### src/rtl/lf_spi_cmd_rx_if.sv
// lf_spi_cmd_rx_if: ARM SPI pins plus decoded configuration outputs of the LF command receiver.
interface lf_spi_cmd_rx_if;
    logic        spck;
    logic        mosi;
    logic        ncs;
    logic        miso;
    logic [11:0] conf_word;
    logic [2:0]  major_mode;
    logic [7:0]  divisor;
    logic [7:0]  lf_ed_threshold;
    logic        cmd_strobe;
    logic [3:0]  cmd_code;
    logic        frame_err;

    modport slave (
        input  spck, mosi, ncs,
        output miso, conf_word, major_mode, divisor, lf_ed_threshold, cmd_strobe, cmd_code, frame_err
    );

    modport master (
        output spck, mosi, ncs,
        input  miso, conf_word, major_mode, divisor, lf_ed_threshold, cmd_strobe, cmd_code, frame_err
    );
endinterface

### src/rtl/lf_spi_cmd_rx.sv
// lf_spi_cmd_rx: oversampled SPI slave that decodes 16-bit ARM command frames into LF configuration registers.
module lf_spi_cmd_rx #(
    parameter int         SYNC_STAGES    = 2,
    parameter logic [7:0] DIVISOR_RST    = 8'd95,
    parameter logic [7:0] THRESH_DEFAULT = 8'd127
) (
    input  logic           pck0,
    input  logic           nreset,
    lf_spi_cmd_rx_if.slave bus
);
    typedef enum logic [1:0] {SKIP, IDLE, RECV, COMMIT} state_t;

    state_t                 state_q, state_d;
    logic [SYNC_STAGES-1:0] spck_sync_q, mosi_sync_q, ncs_sync_q;
    logic                   spck_prev_q, ncs_prev_q;
    logic [15:0]            shift_q, shift_d, rb_q, rb_d;
    logic [4:0]             cnt_q, cnt_d;
    logic [1:0]             skip_q, skip_d;
    logic [11:0]            conf_q, conf_d;
    logic [7:0]             div_q, div_d, thr_q, thr_d;
    logic [3:0]             code_q, code_d;
    logic                   strobe_q, strobe_d, err_q, err_d;
    logic                   spck_s, mosi_s, ncs_s, spck_rise, spck_fall, ncs_rise, ncs_fall, good;
    logic [3:0]             op;

    assign spck_s    = spck_sync_q[SYNC_STAGES-1];
    assign mosi_s    = mosi_sync_q[SYNC_STAGES-1];
    assign ncs_s     = ncs_sync_q[SYNC_STAGES-1];
    assign spck_rise = spck_s & ~spck_prev_q;
    assign spck_fall = ~spck_s & spck_prev_q;
    assign ncs_rise  = ncs_s & ~ncs_prev_q;
    assign ncs_fall  = ~ncs_s & ncs_prev_q;
    assign good      = cnt_q == 5'd16;
    assign op        = shift_q[15:12];

    always_comb begin
        state_d  = state_q;
        shift_d  = shift_q;
        rb_d     = rb_q;
        cnt_d    = cnt_q;
        skip_d   = 2'd0;
        conf_d   = conf_q;
        div_d    = div_q;
        thr_d    = thr_q;
        code_d   = code_q;
        err_d    = err_q;
        strobe_d = 1'b0;
        case (state_q)
            SKIP: begin
                // Reset-value ones must drain out of the synchroniser before ncs high is trusted
                skip_d  = ncs_s ? skip_q + 2'd1 : 2'd0;
                state_d = (ncs_s && skip_q == 2'(SYNC_STAGES)) ? IDLE : SKIP;
            end
            IDLE: begin
                if (ncs_fall) begin
                    state_d = RECV;
                    cnt_d   = 5'd0;
                    shift_d = 16'd0;
                    rb_d    = {err_q, 3'b000, conf_q};
                end
            end
            RECV: begin
                if (ncs_rise) begin
                    state_d = COMMIT;
                end else begin
                    shift_d = spck_rise ? {shift_q[14:0], mosi_s} : shift_q;
                    cnt_d   = spck_rise ? (cnt_q == 5'd17 ? 5'd17 : cnt_q + 5'd1) : cnt_q;
                    rb_d    = spck_fall ? {rb_q[14:0], 1'b0} : rb_q;
                end
            end
            COMMIT: begin
                state_d  = IDLE;
                strobe_d = good;
                err_d    = ~good;
                code_d   = good ? op : code_q;
                conf_d   = (good && op == 4'd1) ? shift_q[11:0] : conf_q;
                div_d    = (good && op == 4'd2) ? shift_q[7:0] : div_q;
                thr_d    = (good && op == 4'd3) ? shift_q[7:0] :
                           (good && op == 4'd1 && shift_q[8:6] == 3'b001) ? THRESH_DEFAULT : thr_q;
            end
        endcase
    end

    always_ff @(posedge pck0) begin
        if (!nreset) begin
            state_q     <= SKIP;
            spck_sync_q <= '0;
            mosi_sync_q <= '0;
            ncs_sync_q  <= '1;
            spck_prev_q <= 1'b0;
            ncs_prev_q  <= 1'b1;
            shift_q     <= 16'd0;
            rb_q        <= 16'd0;
            cnt_q       <= 5'd0;
            skip_q      <= 2'd0;
            conf_q      <= 12'd0;
            div_q       <= DIVISOR_RST;
            thr_q       <= THRESH_DEFAULT;
            code_q      <= 4'd0;
            strobe_q    <= 1'b0;
            err_q       <= 1'b0;
        end else begin
            state_q     <= state_d;
            spck_sync_q <= {spck_sync_q[SYNC_STAGES-2:0], bus.spck};
            mosi_sync_q <= {mosi_sync_q[SYNC_STAGES-2:0], bus.mosi};
            ncs_sync_q  <= {ncs_sync_q[SYNC_STAGES-2:0], bus.ncs};
            spck_prev_q <= spck_s;
            ncs_prev_q  <= ncs_s;
            shift_q     <= shift_d;
            rb_q        <= rb_d;
            cnt_q       <= cnt_d;
            skip_q      <= skip_d;
            conf_q      <= conf_d;
            div_q       <= div_d;
            thr_q       <= thr_d;
            code_q      <= code_d;
            strobe_q    <= strobe_d;
            err_q       <= err_d;
        end
    end

    assign bus.miso            = (state_q == RECV) & rb_q[15];
    assign bus.conf_word       = conf_q;
    assign bus.major_mode      = conf_q[8:6];
    assign bus.divisor         = div_q;
    assign bus.lf_ed_threshold = thr_q;
    assign bus.cmd_strobe      = strobe_q;
    assign bus.cmd_code        = code_q;
    assign bus.frame_err       = err_q;
endmodule

### src/flat_wrapper.sv
// flat-port wrapper written by rule: the top's interface ports become plain ports
module lf_spi_cmd_rx_flat 
#(
    parameter int         SYNC_STAGES    = 2,
    parameter logic [7:0] DIVISOR_RST    = 8'd95,
    parameter logic [7:0] THRESH_DEFAULT = 8'd127
)
  (pck0, nreset, bus_spck, bus_mosi, bus_ncs, bus_miso, bus_conf_word, bus_major_mode, bus_divisor, bus_lf_ed_threshold, bus_cmd_strobe, bus_cmd_code, bus_frame_err);
  lf_spi_cmd_rx_if bus_i ();
  input  logic pck0;
  input  logic nreset;
  input wire logic [$bits(bus_i.spck)-1:0] bus_spck;
  input wire logic [$bits(bus_i.mosi)-1:0] bus_mosi;
  input wire logic [$bits(bus_i.ncs)-1:0] bus_ncs;
  output wire logic [$bits(bus_i.miso)-1:0] bus_miso;
  output wire logic [$bits(bus_i.conf_word)-1:0] bus_conf_word;
  output wire logic [$bits(bus_i.major_mode)-1:0] bus_major_mode;
  output wire logic [$bits(bus_i.divisor)-1:0] bus_divisor;
  output wire logic [$bits(bus_i.lf_ed_threshold)-1:0] bus_lf_ed_threshold;
  output wire logic [$bits(bus_i.cmd_strobe)-1:0] bus_cmd_strobe;
  output wire logic [$bits(bus_i.cmd_code)-1:0] bus_cmd_code;
  output wire logic [$bits(bus_i.frame_err)-1:0] bus_frame_err;
  assign bus_i.spck = bus_spck;
  assign bus_i.mosi = bus_mosi;
  assign bus_i.ncs = bus_ncs;
  assign bus_miso = bus_i.miso;
  assign bus_conf_word = bus_i.conf_word;
  assign bus_major_mode = bus_i.major_mode;
  assign bus_divisor = bus_i.divisor;
  assign bus_lf_ed_threshold = bus_i.lf_ed_threshold;
  assign bus_cmd_strobe = bus_i.cmd_strobe;
  assign bus_cmd_code = bus_i.cmd_code;
  assign bus_frame_err = bus_i.frame_err;
  lf_spi_cmd_rx #(.SYNC_STAGES(SYNC_STAGES), .DIVISOR_RST(DIVISOR_RST), .THRESH_DEFAULT(THRESH_DEFAULT)) u_core (.pck0(pck0), .nreset(nreset), .bus(bus_i));
endmodule
### config.mk
export PLATFORM = sky130hd
export DESIGN_NAME = lf_spi_cmd_rx_flat
export DESIGN_NICKNAME = d
export VERILOG_FILES = /design/src/rtl/lf_spi_cmd_rx_if.sv /design/src/rtl/lf_spi_cmd_rx.sv /design/src/flat_wrapper.sv
export SDC_FILE = /design/constraint.sdc
export NUM_CORES = 1
export LEC_CHECK = 0
export ABC_CLOCK_PERIOD_IN_PS = 2000
export BUFFER_PORTS_ARGS = -buffer_cell sky130_fd_sc_hd__buf_4
export CAP_MARGIN = 20
export CORE_MARGIN = 8
export CORE_UTILIZATION = 40
export CTS_CLUSTER_DIAMETER = 30
export DETAILED_ROUTE_END_ITERATION = 12
export PLACE_DENSITY_LB_ADDON = 0.2
export SETUP_SLACK_MARGIN = 0.2
export SYNTH_ARGS = -nofsm -noshare
export SYNTH_HDL_FRONTEND = slang
export SYNTH_SLANG_ARGS = --single-unit
### constraint.sdc
create_clock -name pck0 -period 2 [get_ports pck0]
set_clock_uncertainty 0.15 [all_clocks]
set_input_delay 0.3 -clock pck0 [delete_from_list [all_inputs] [get_ports pck0]]
set_output_delay 0.3 -clock pck0 [all_outputs]
set_load 0.02 [all_outputs]
After elaboration in Yosys (flattened, before gate mapping)
Index checks and enable logic that the tools add are counted.

word-level totals
  flip-flop bits (word level) = 83
  word-level logic and storage cells = 79
  output and inout port bits = 38
  input port bits = 5

cells by class
  $add $sub $neg = 2
  reduce and logical (&&, ||, !) cells = 17
  mux-type cells = 19
  bitwise gates (word level) = 10
  eq/ne operators = 15

operators by type and width
  operator                                                               number
  16-bit 2-to-1 mux                                                      6
  16-bit case mux with 2 select lines                                    2
  5-bit 2-to-1 mux                                                       4
  8-bit 2-to-1 mux                                                       2
  2-bit AND reduction                                                    6
  5-bit equality test, second input constant                             2
  5-bit case mux with 2 select lines                                     1
  4-bit by 2-bit equality test with 1-bit output, second input constant  2
  2-bit by 1-bit != test with 1-bit output, second input constant        4
  2-bit case mux with 4 select lines                                     1
  4-bit AND reduction                                                    2
  2-bit equality test, second input constant                             3
  5-bit by 1-bit adder with 5-bit output, second input constant          1
  1-bit bitwise AND                                                      5
  1-bit logical AND                                                      5
  1-bit NOT                                                              5
  4-bit by 1-bit equality test with 1-bit output, second input constant  1
  2-bit 2-to-1 mux                                                       2
  2-bit nonzero test                                                     2
  3-bit by 1-bit equality test with 1-bit output, second input constant  1
  3-bit AND reduction                                                    1
  2-bit by 1-bit adder with 2-bit output, second input constant          1
  2-bit by 1-bit equality test with 1-bit output, second input constant  1
  2-bit zero test                                                        1
  2 further kinds                                                        2

Longest topological paths before layout
Gate-level depths: netlist (run 1).

  word-level depth = 5
  depth in mapped cells = 8
  gate-level depth less buffers = 6

Worst setup path before layout (run 1)
No wires, ideal clock.

  kind = register to output
  start point = reg u_core.state_q[0]
  end point = out bus_miso
  stages on the path, launching flop included = 7
  data arrival time = 1.580 ns
  data required time = 1.550 ns
  path slack = -0.030 ns
  buffers on the path = 3
  path through = dfxtp_1 -> inv_1 -> ha_1 -> buf_2 -> buf_2 -> buf_2 -> and2_1

on the way
  longest elaborated chain between the ends = 2

RTL lines
  item                    line                  RTL
  from (decl)             lf_spi_cmd_rx.sv:13   state_t state_q, state_d;
  from (signal assigned)  lf_spi_cmd_rx.sv:103  state_q <= state_d;
  2-bit equality test     lf_spi_cmd_rx.sv:122  assign bus.miso = (state_q == RECV) & rb_q[15];
  1-bit bitwise AND       lf_spi_cmd_rx.sv:122
  to (decl)               flat_wrapper.sv:15    output wire logic [$bits(bus_i.miso)-1:0] bus_miso;

No other way between the ends.

Worst setup path in the final report (run 1)
Ends and elaborated chain as after synthesis.

==> impl_metrics.toml, run 1 <==
[placed_design]
place_ws_ns = -0.003267
dp_hpwl_um = 5542
io_buffers = 42
place_area_sq_mm = 0.004056
post-place-cells = 526
gp_congestion = 0.7963

[power]
p_leak_nw = 1.808
p_per_area_mw_per_mm2 = 736.8
pwr-share-seq_pct = 50.9
clock_power_share_pct = 40.0
p_sw_uw = 778.5
comb_power_share_pct = 9.0
intPower_mw = 2.553
ir_drop_uv = 419.2
swShare_pct = 23.37

[global_routing]
grt_pass1_wl_um = 13620
antenna_found_initial = 0
grt_max_degree = 38
grt-ovfl-total = 0
grt_usage_pct = 13.13
grt_pass1_vias = 2729

[setup_path]
cp-start-kind = "flip-flop"
critPathKind = "reg2out"
r2r_cells = 8
critPathCaptureType = "output pin"
reg2reg_slack_ns = 0.15
path_max_fanout = 13
critPathArrivalTime_ns = 1.41
timing.rr.start = "u_core.state_q[0]"
r2r-end = "u_core.cnt_q[3]"
crit_required_ns = 1.55

[final_layout]
final_layout_size_suffix_gt1_share_pct = 26.40
fin_util_pct = 51.85
nets = 455
area_delta_synth_final_pct = 25.97
instances_no_fill = 555
num_antenna_cells = 0
n_fill_cell = 807
final_area_sq_mm = 0.004522

[synth]
ys_async_sr_fraction_pct = 0
synth-edff-count = 0
synth_fp_nets = 403
ys_seq_area_share_pct = 46.29
syn_area_per_cell_sq_um = 9.204
yosysWarningCount = 0
syn_inst = 390
syn_area_sq_mm = 0.003590
synth_ff_type = "dfxtp_1"
ys_seq_elements = 83
ys_types = 43

[die]
die_area_sq_mm = 0.01226
core-area_sq_mm = 0.008721
ioPinCount = 43
num_rows = 34
dieHeight_um = 110.7
die_x_um = 110.7
start_util_pct = 41.16

[worst_hold_path]
hp-class = "in2reg"
hold_start = "nreset"
min_to = "u_core.ncs_sync_q[0]"
hold_path_depth = 2

[clock_tree]
cts-root-buf = "clkbuf_8"
htree_levels = 3
cts.clk_slew.worst_paths_ns = 0.08
clk_latency_ns = 0.35
cts_tree = "built"
clock-sinks = 83
cts_buffers = 9
cts_buffer_depth = 2

[sta]
worstMarginPinSlew_ns = 0.4941
setup_slack_ns = 0.1367
finalSetupViolations = 0
slew_violations = 0
slew_headroom_pct = 66.61
report.final.hold_viol_count = 0
max_freq_mhz = 536.7
fin_hold_ws_ns = 0.1311
min_period_ns = 1.863
rsz0062_at_grt = "true"
fin_crit_sh_pct = 93.16

[outcome]
status = "completed"

[routing]
ant_nets = 0
dr.pass1.iters = 4
viasPerCell = 5.267
drtIter0Drc = 159
drc_errors = 0
wl_um = 8285
num_vias = 2923
wl_per_cell_um = 14.93

[job]
maxCapViolations = 0
-- registers in the layout (all words and copies together), names as in the netlist, 4 cells and up --
register	cells
u_core.rb_q	16
u_core.bus.lf_ed_threshold	8
u_core.shift_q	16
u_core.bus.divisor	8
u_core.bus.conf_word	12
u_core.bus.cmd_code	4
u_core.cnt_q	5
-- worst max-delay path by stage --
stage	start	endpoint	depth (start not counted)	slack, ns
after global routing	u_core.state_q[0]	u_core.cnt_q[3]	8	0.08
after floorplan	u_core.state_q[0]	bus_miso	6	0.19
final	u_core.state_q[0]	bus_miso	5	0.14
after CTS	u_core.state_q[0]	bus_miso	5	0.13
after detailed placement	u_core.state_q[1]	u_core.shift_q[15]	6	-0.003
after global placement	u_core.state_q[1]	u_core.shift_q[15]	6	0.07
-- final cells by class --
class / count / area (sq um) / share of cell area, %
inverters: 13 / 48.80 / 1.079
clock buffers: 12 / 145.1 / 3.210
flip-flops and latches: 83 / 1670 / 36.94
clock inverters: 4 / 73.82 / 1.633
well taps: 108 / 135.1 / 2.988
multi-input cells: 263 / 1826 / 40.37
repair buffers: 72 / 623.1 / 13.78
-- through the flow --
| stage | setup TNS [ns] | total power, mW |
|---|---|---|
| 2_1_floorplan | 0 | 1.936 |
| 3_5_place_dp | -0.003267 | 1.987 |
| 4_1_cts | 0 | 3.358 |
| 5_1_grt | 0 | 3.452 |
| 3_3_place_gp | 0 | 1.982 |
| 6_report | 0 | 3.332 |
-- placed cells by master, fill, tap and decap left out, types with 7 or more instances in the layout --
cell	count
a211oi_2	13
a21oi_1	21
a31oi_1	7
buf_4	59
clkbuf_8	10
dfxtp_1	80
inv_1	10
mux2i_1	39
nand2_1	63
nand3_1	33
nor2_1	7
nor3_1	18
-- power by group through the flow --
stage                     Sequential [mW]  Combinational [mW]  Clock, mW
after global placement               1.74               0.246          0
after global routing                 1.70               0.326       1.42
after floorplan                      1.73               0.202          0
after CTS                            1.70               0.288       1.37
final                                1.70               0.301       1.33
after detailed placement             1.74               0.249          0
-- critical path, stage by stage, from the launching register on --
cell and delay, ns:
dfxtp_4 0.36, inv_2 0.05, ha_4 0.17, buf_8 0.15, and2_2 0.19, buf_4 0.15
-- cell families after synthesis --
group / count (synthesis) / synth area share [%]
adder cells (fa/ha/maj): 8 / 2.789
AND/OR/NAND/NOR: 156 / 21.82
buffers and inverters: 44 / 5.856
multiplexers: 40 / 11.26
AO/OA/AOI/OAI: 59 / 11.99
flip-flops: 83 / 46.29
-- Yosys cell counts (3+ instances only) --
library cell  count  area (sq um)
dfxtp_1          83          1662
nand2_1          63         236.5
mux2i_1          39         390.4
nand3_1          33         165.2
a21oi_1          21         105.1
nor3_1           20         100.1
clkbuf_1         18         67.56
inv_1            13         48.80
a211oi_2         10         125.1
ha_1              8         100.1
a31oi_1           7         43.79
and2_1            7         43.79
nor2_1            7         26.28
buf_2             6         30.03
nand2b_1          6         37.54
o21ai_1           6         30.03
buf_4             4         30.03
a211oi_1          3         22.52
buf_6             3         33.78
nand4_1           3         18.77
nand4b_1          3         26.28
-- repair_timing --
item	in CTS	in global routing
pin swaps	3	4
setup buffers	7	1
gates resized for setup	13	15
setup endpoints to repair	52	57
gates cloned	0	2
endpoints found under the hold margin	3	0
hold buffers	3	0
-- per-layer routing --
layer | global-route usage, % | wire length (um) | vias to the layer above
met1 | 16.98 | 4096 | 1383
li1 | - | - | 1474
met4 | 6.216 | 147 | 0
met3 | 3.788 | 435 | 11
met2 | 19.55 | 3606 | 55
met5 | 0 | 0 | -
No activity file was read; power rests on OpenSTA's default activity.
==> run 2, diff against run 1 <==
Settings changed: ABC_AREA set to 1, CORE_UTILIZATION 40 to 36, SKIP_LAST_GASP set to 1.
==> impl_metrics.toml, run 2 <==
[sta]
tns_ns = 0
min_period_ns = 1.715
worstMarginPinSlew_ns = 0.4082
rsz0062_at_grt = "true"
slew_headroom_pct = 72.76
finalSetupViolations = 0
max_freq_mhz = 583.1
report.final.hold_viol_count = 0
slew_violations = 0
fin_crit_sh_pct = 85.75

[synth]
synth_fp_nets = 533
synthTopCellsByArea = "dfxtp_1, nand2_1, nor2_1"
syn_area_sq_mm = 0.003611
yosys-mux-area-fraction_pct = 0
ys_seq_elements = 83
synth.most_common_cell = "nand2_1"
synth_top_family_by_area = "simple AND/OR/NAND/NOR gates"
ys_seq_area_share_pct = 46.02
yosysWarningCount = 0
synth_commonest_cells = "nand2_1, dfxtp_1, nor2_1, inv_1, nand3_1"
ys_types = 24
synth_area_leader_cell = "dfxtp_1"
synth_top_area_share_pct = 46.02
ys_async_sr_fraction_pct = 0
syn_area_per_cell_sq_um = 6.944
synthSimpleGateAreaFrac_pct = 32.99
synthAdderAreaFrac_pct = 2.772
synth-edff-count = 0
synth_compound_area_share_pct = 8.455
synth_xor_area_share_pct = 0
syn_inst = 520
synth_ff_type = "dfxtp_1"

[setup_path]
max_stage_delay_ns = 0.33
crit_end = "u_core.rb_q[14]"
critPathArrivalTime_ns = 1.81
crit_top_cell = "nand2_1"
timing.rr.start = "u_core.state_q[0]"
r2r_cells = 10
path_max_fanout = 19
crit_chain = "buf_4 > ha_1 > inv_1 > nand2_1 > nand2_2 > nand3_2 > inv_2 > nand2_1 > nand2_1 > nor2_1"
reg2reg_slack_ns = 0.28
critPathKind = "reg2reg"
cp-startpoint = "u_core.state_q[0]"
slowest_stage = "dfxtp_2"
crit_required_ns = 2.10
r2r-end = "u_core.rb_q[14]"
critPathCaptureType = "flip-flop"
cp-start-kind = "flip-flop"

[routing]
num_vias = 3222
routed-wl-met3_um = 400
dr.pass1.iters = 4
wl_um = 8859
drc_errors = 0
wl_per_cell_um = 12.53
viasPerCell = 4.557
wirelength_met1_um = 4441
top_layer = "met4"
wl_met2_um = 3894
drtIter0Drc = 173
ant_nets = 0

[clock_tree]
cts.clk_slew.worst_paths_ns = 0.08
cts_buffer_depth = 2
htree_levels = 3
cts_tree = "built"
clk_latency_ns = 0.35
clock-sinks = 83
cts_buffers = 9
cts-root-buf = "clkbuf_8"

[worst_hold_path]
hold_path_depth = 3
hp-class = "in2reg"

[power]
p_leak_nw = 2.027
swShare_pct = 31.44
p_sw_mw = 1.279
pwr-share-seq_pct = 46.2
intPower_mw = 2.788
clock_power_share_pct = 29.4
comb_power_share_pct = 24.4
ir_drop_uv = 402.1
p_per_area_mw_per_mm2 = 923.4

[die]
die_x_um = 116.2
num_rows = 36
start_util_pct = 36.94
core-area_sq_mm = 0.009774
dieHeight_um = 116.2
ioPinCount = 43
die_area_sq_mm = 0.01349

[placed_design]
post-place-cells = 684
gp_congestion = 0.8100
dp_hpwl_um = 6173
io_buffers = 42

[global_routing]
antenna_found_initial = 0
grt_usage_pct = 13.52
grt-ovfl-total = 0
grt_pass1_vias = 3023
grt_pass1_wl_um = 14650
grt_max_degree = 22

[final_layout]
nets = 583
final_layout_size_suffix_gt1_share_pct = 17.07
instances_no_fill = 707
layout_common_cells = "nand2_1, dfxtp_1, nor2_1"
area_delta_synth_final_pct = 21.97
final_common_cell = "nand2_1"
fin_util_pct = 45.06
n_fill_cell = 1037
num_antenna_cells = 0

[outcome]
status = "completed"

[job]
maxCapViolations = 0
run 2: stage by stage:
step / power, mW / cell area, sq um / hold slack [ns] / setup WS [ns]
after floorplan: 2.547 / 3611 / 0.2405 / 0.3729
after global placement: 2.767 / 4083 / 0.2446 / 0.2640
after detailed placement: 2.784 / 4083 / 0.2520 / 0.2246
after CTS: 4.049 / 4347 / 0.1319 / 0.2083
after global routing: 4.313 / 4404 / 0.1469 / 0.1525
final: 4.067 / 4404 / 0.1417 / 0.2849
run 2: logic make-up (layout without fill, tap and decap cells):
logic type	count (synthesis)	count (layout)
and+or+nand+nor	285	285
DFF	83	83
buffers and inverters	83	137
AOI/OAI and AO/OA	61	61
adders and majority gates	8	8
run 2: cell type report:
| class | count | area, sq um | area share, % |
|---|---|---|---|
| clock inverter | 4 | 51.30 | 1.165 |
| inverter | 56 | 212.7 | 4.830 |
| clock buffer | 11 | 141.4 | 3.210 |
| sequential | 83 | 1665 | 37.81 |
| tap | 133 | 166.4 | 3.778 |
| timing repair buffer | 66 | 533.0 | 12.10 |
| multi-input combinational | 354 | 1634 | 37.10 |
run 2: repair_timing:
action	in CTS	in global routing
cloned	0	1
hold buffers	3	0
setup endpoints to repair	1	63
buffers inserted	2	2
resized for setup	7	11
pin swaps	0	3
endpoints found under the hold margin	3	0
run 2: how the worst min path moves through the flow:
stage / startpoint / endpoint / slack (ns)
floorplan: u_core.mosi_sync_q[0] / u_core.mosi_sync_q[1] / 0.24
global placement: u_core.spck_sync_q[0] / u_core.spck_sync_q[1] / 0.24
detailed placement: u_core.ncs_sync_q[0] / u_core.ncs_sync_q[1] / 0.25
CTS: nreset / u_core.bus.conf_word[4] / 0.13
global route: nreset / u_core.bus.conf_word[6] / 0.15
finish: nreset / u_core.bus.conf_word[4] / 0.14
run 2: routing by layer:
metal | global-route usage (%) | vias to the layer above
met1 | 18.32 | 1441
li1 | - | 1704
met2 | 20.62 | 65
met4 | 5.186 | 0
met5 | 0 | -
met3 | 2.740 | 12
run 2: worst max-delay path: cells and delay by family (launching register included):
family / cells / cell delay [ns]
and+or+nand+nor: 6 / 0.44
DFF: 1 / 0.33
adders and majority gates: 1 / 0.22
buffers and inverters: 3 / 0.47
run 2: power groups by stage:
stage / Clock, mW / Combinational, mW / Sequential [mW]
CTS: 1.24 / 0.933 / 1.88
finish: 1.19 / 0.992 / 1.88
detailed placement: 0 / 0.867 / 1.92
global route: 1.30 / 1.11 / 1.90
global placement: 0 / 0.856 / 1.91
floorplan: 0 / 0.647 / 1.90
==> run 3, diff against run 2 <==
Settings changed: MAX_ROUTING_LAYER set to met4, SETUP_SLACK_MARGIN 0.2 to not set.
==> impl_metrics.toml, run 3 (synthesized netlist as in run 2, its figures left out) <==
[clock_tree]
clk_latency_ns = 0.35
cts.clk_slew.worst_paths_ns = 0.09
clock-sinks = 83
cts_tree = "built"
post_cts_buffers = 0
cts-root-buf = "clkbuf_8"
cts_buffer_depth = 2
cts_buffers = 9
htree_levels = 3

[placed_design]
place_area_sq_mm = 0.004083
io_buffers = 42
gp_congestion = 0.8218
dp_hpwl_um = 6173

[sta]
tns_ns = 0
max_freq_mhz = 529.5
finalSetupViolations = 0
min_period_ns = 1.889
slew_violations = 0
rsz0062_at_grt = "false"
report.final.hold_viol_count = 0
worstMarginPinSlew_ns = 0.4311
fin_crit_sh_pct = 94.43
slew_headroom_pct = 71.23

[power]
p_per_area_mw_per_mm2 = 920.1
p_total_mw = 3.981
ir_drop_uv = 381.5
p_leak_nw = 1.982

[final_layout]
fin_util_pct = 44.27
final_area_sq_mm = 0.004327
nets = 578
n_fill_cell = 1035
final_common_cell = "nand2_1"
area_delta_synth_final_pct = 19.82
final_layout_size_suffix_gt1_share_pct = 15.29
num_antenna_cells = 0
layout_common_cells = "nand2_1, dfxtp_1, nor2_1"

[global_routing]
grt_pass1_vias = 2976
grt_pass1_wl_um = 14440
grtUsageMet3_pct = 3.413
grt-ovfl-total = 0
busiest_layer = "met2"
grt_max_degree = 22
grt_usage_pct = 13.79
antenna_found_initial = 0
grtUsageMet2_pct = 20.23
grtUsageMet1_pct = 18.47

[setup_path]
critPathArrivalTime_ns = 1.44
timing.rr.start = "u_core.cnt_q[1]"
max_stage_delay_ns = 0.34
slowest_stage = "dfxtp_2"
crit_required_ns = 1.55
critPathTopFamily = "buffers and inverters"
reg2reg_slack_ns = 0.19
critPathKind = "reg2out"
crit_chain = "inv_1 > ha_4 > buf_8 > nand2_1 > inv_1 > buf_4"
cp-start-kind = "flip-flop"
r2r-end = "u_core.bus.conf_word[2]"
critPathCaptureType = "output pin"
path_max_fanout = 19
r2r_cells = 10
critPathBufInv = 4
crit_top_cell = "inv_1"

[die]
dieHeight_um = 116.2
die_area_sq_mm = 0.01349
ioPinCount = 43
core-area_sq_mm = 0.009774
die_x_um = 116.2
num_rows = 36
start_util_pct = 36.94

[worst_hold_path]
hold_path_depth = 3
min_to = "u_core.bus.conf_word[6]"
hp-class = "in2reg"
hold_start = "nreset"

[routing]
wl_per_cell_um = 12.50
ant_nets = 0
drtIter0Drc = 165
viasPerCell = 4.517
wl_um = 8775
dr.pass1.iters = 4
drc_errors = 0
num_vias = 3171

[job]
maxCapViolations = 0

[outcome]
status = "completed"
[run 3: worst max-delay path by stage]
stage | startpoint | depth (start not counted) | endpoint | slack (ns)
finish | u_core.state_q[0] | 6 | bus_miso | 0.11
global route | u_core.state_q[0] | 6 | bus_miso | 0.002
CTS | u_core.state_q[0] | 6 | bus_miso | 0.02
detailed placement | u_core.cnt_q[1] | 10 | u_core.bus.conf_word[7] | 0.22
global placement | u_core.cnt_q[1] | 9 | u_core.bus.lf_ed_threshold[6] | 0.26
floorplan | u_core.state_q[0] | 9 | u_core.cnt_q[0] | 0.37
[run 3: area by class of cell]
type                            instances  area (sq um)  share of cell area, %
Multi-Input combinational cell        354          1609                  37.19
Sequential cell                        83          1663                  38.43
Clock inverter                          4         51.30                  1.186
Timing Repair Buffer                   61         485.5                  11.22
Clock buffer                           11         141.4                  3.268
Inverter                               56         210.2                  4.858
Tap cell                              133         166.4                  3.846
[run 3: repair_timing]
action | CTS | global route
gates resized for setup | 2 | 3
gates cloned | 0 | 0
endpoints found under the hold margin | 3 | 0
setup endpoints to repair | 1 | 1
hold buffers | 3 | 0
[run 3: stage by stage]
stage | worst slack, ns | std cells | hold WS [ns]
detailed placement | 0.2246 | 684 | 0.2520
floorplan | 0.3729 | 520 | 0.2405
global placement | 0.2640 | 684 | 0.2446
finish | 0.1114 | 702 | 0.1387
CTS | 0.01544 | 702 | 0.1319
global route | 0.002051 | 702 | 0.1397
[run 3: worst min-delay path: cells and delay by family]
| kind | cells | cell delay, ns |
|---|---|---|
| simple gates | 1 | 0.04 |
| compound gates | 1 | 0.09 |
| buf+inv | 1 | 0.17 |
[run 3: report_power, final]
| group | internal (mW) | total [mW] | switching, mW |
|---|---|---|---|
| Combinational | 0.320 | 0.901 | 0.581 |
| Sequential | 1.80 | 1.88 | 0.0817 |
| Clock | 0.605 | 1.20 | 0.591 |
| Total | 2.73 | 3.98 | 1.25 |
[run 3: per-layer routing]
metal | part of all wire [%] | vias up
met2 | 44 | 45
met1 | 52 | 1427
met4 | 0.85 | 0
met5 | 0 | -
li1 | - | 1694
met3 | 3.3 | 5
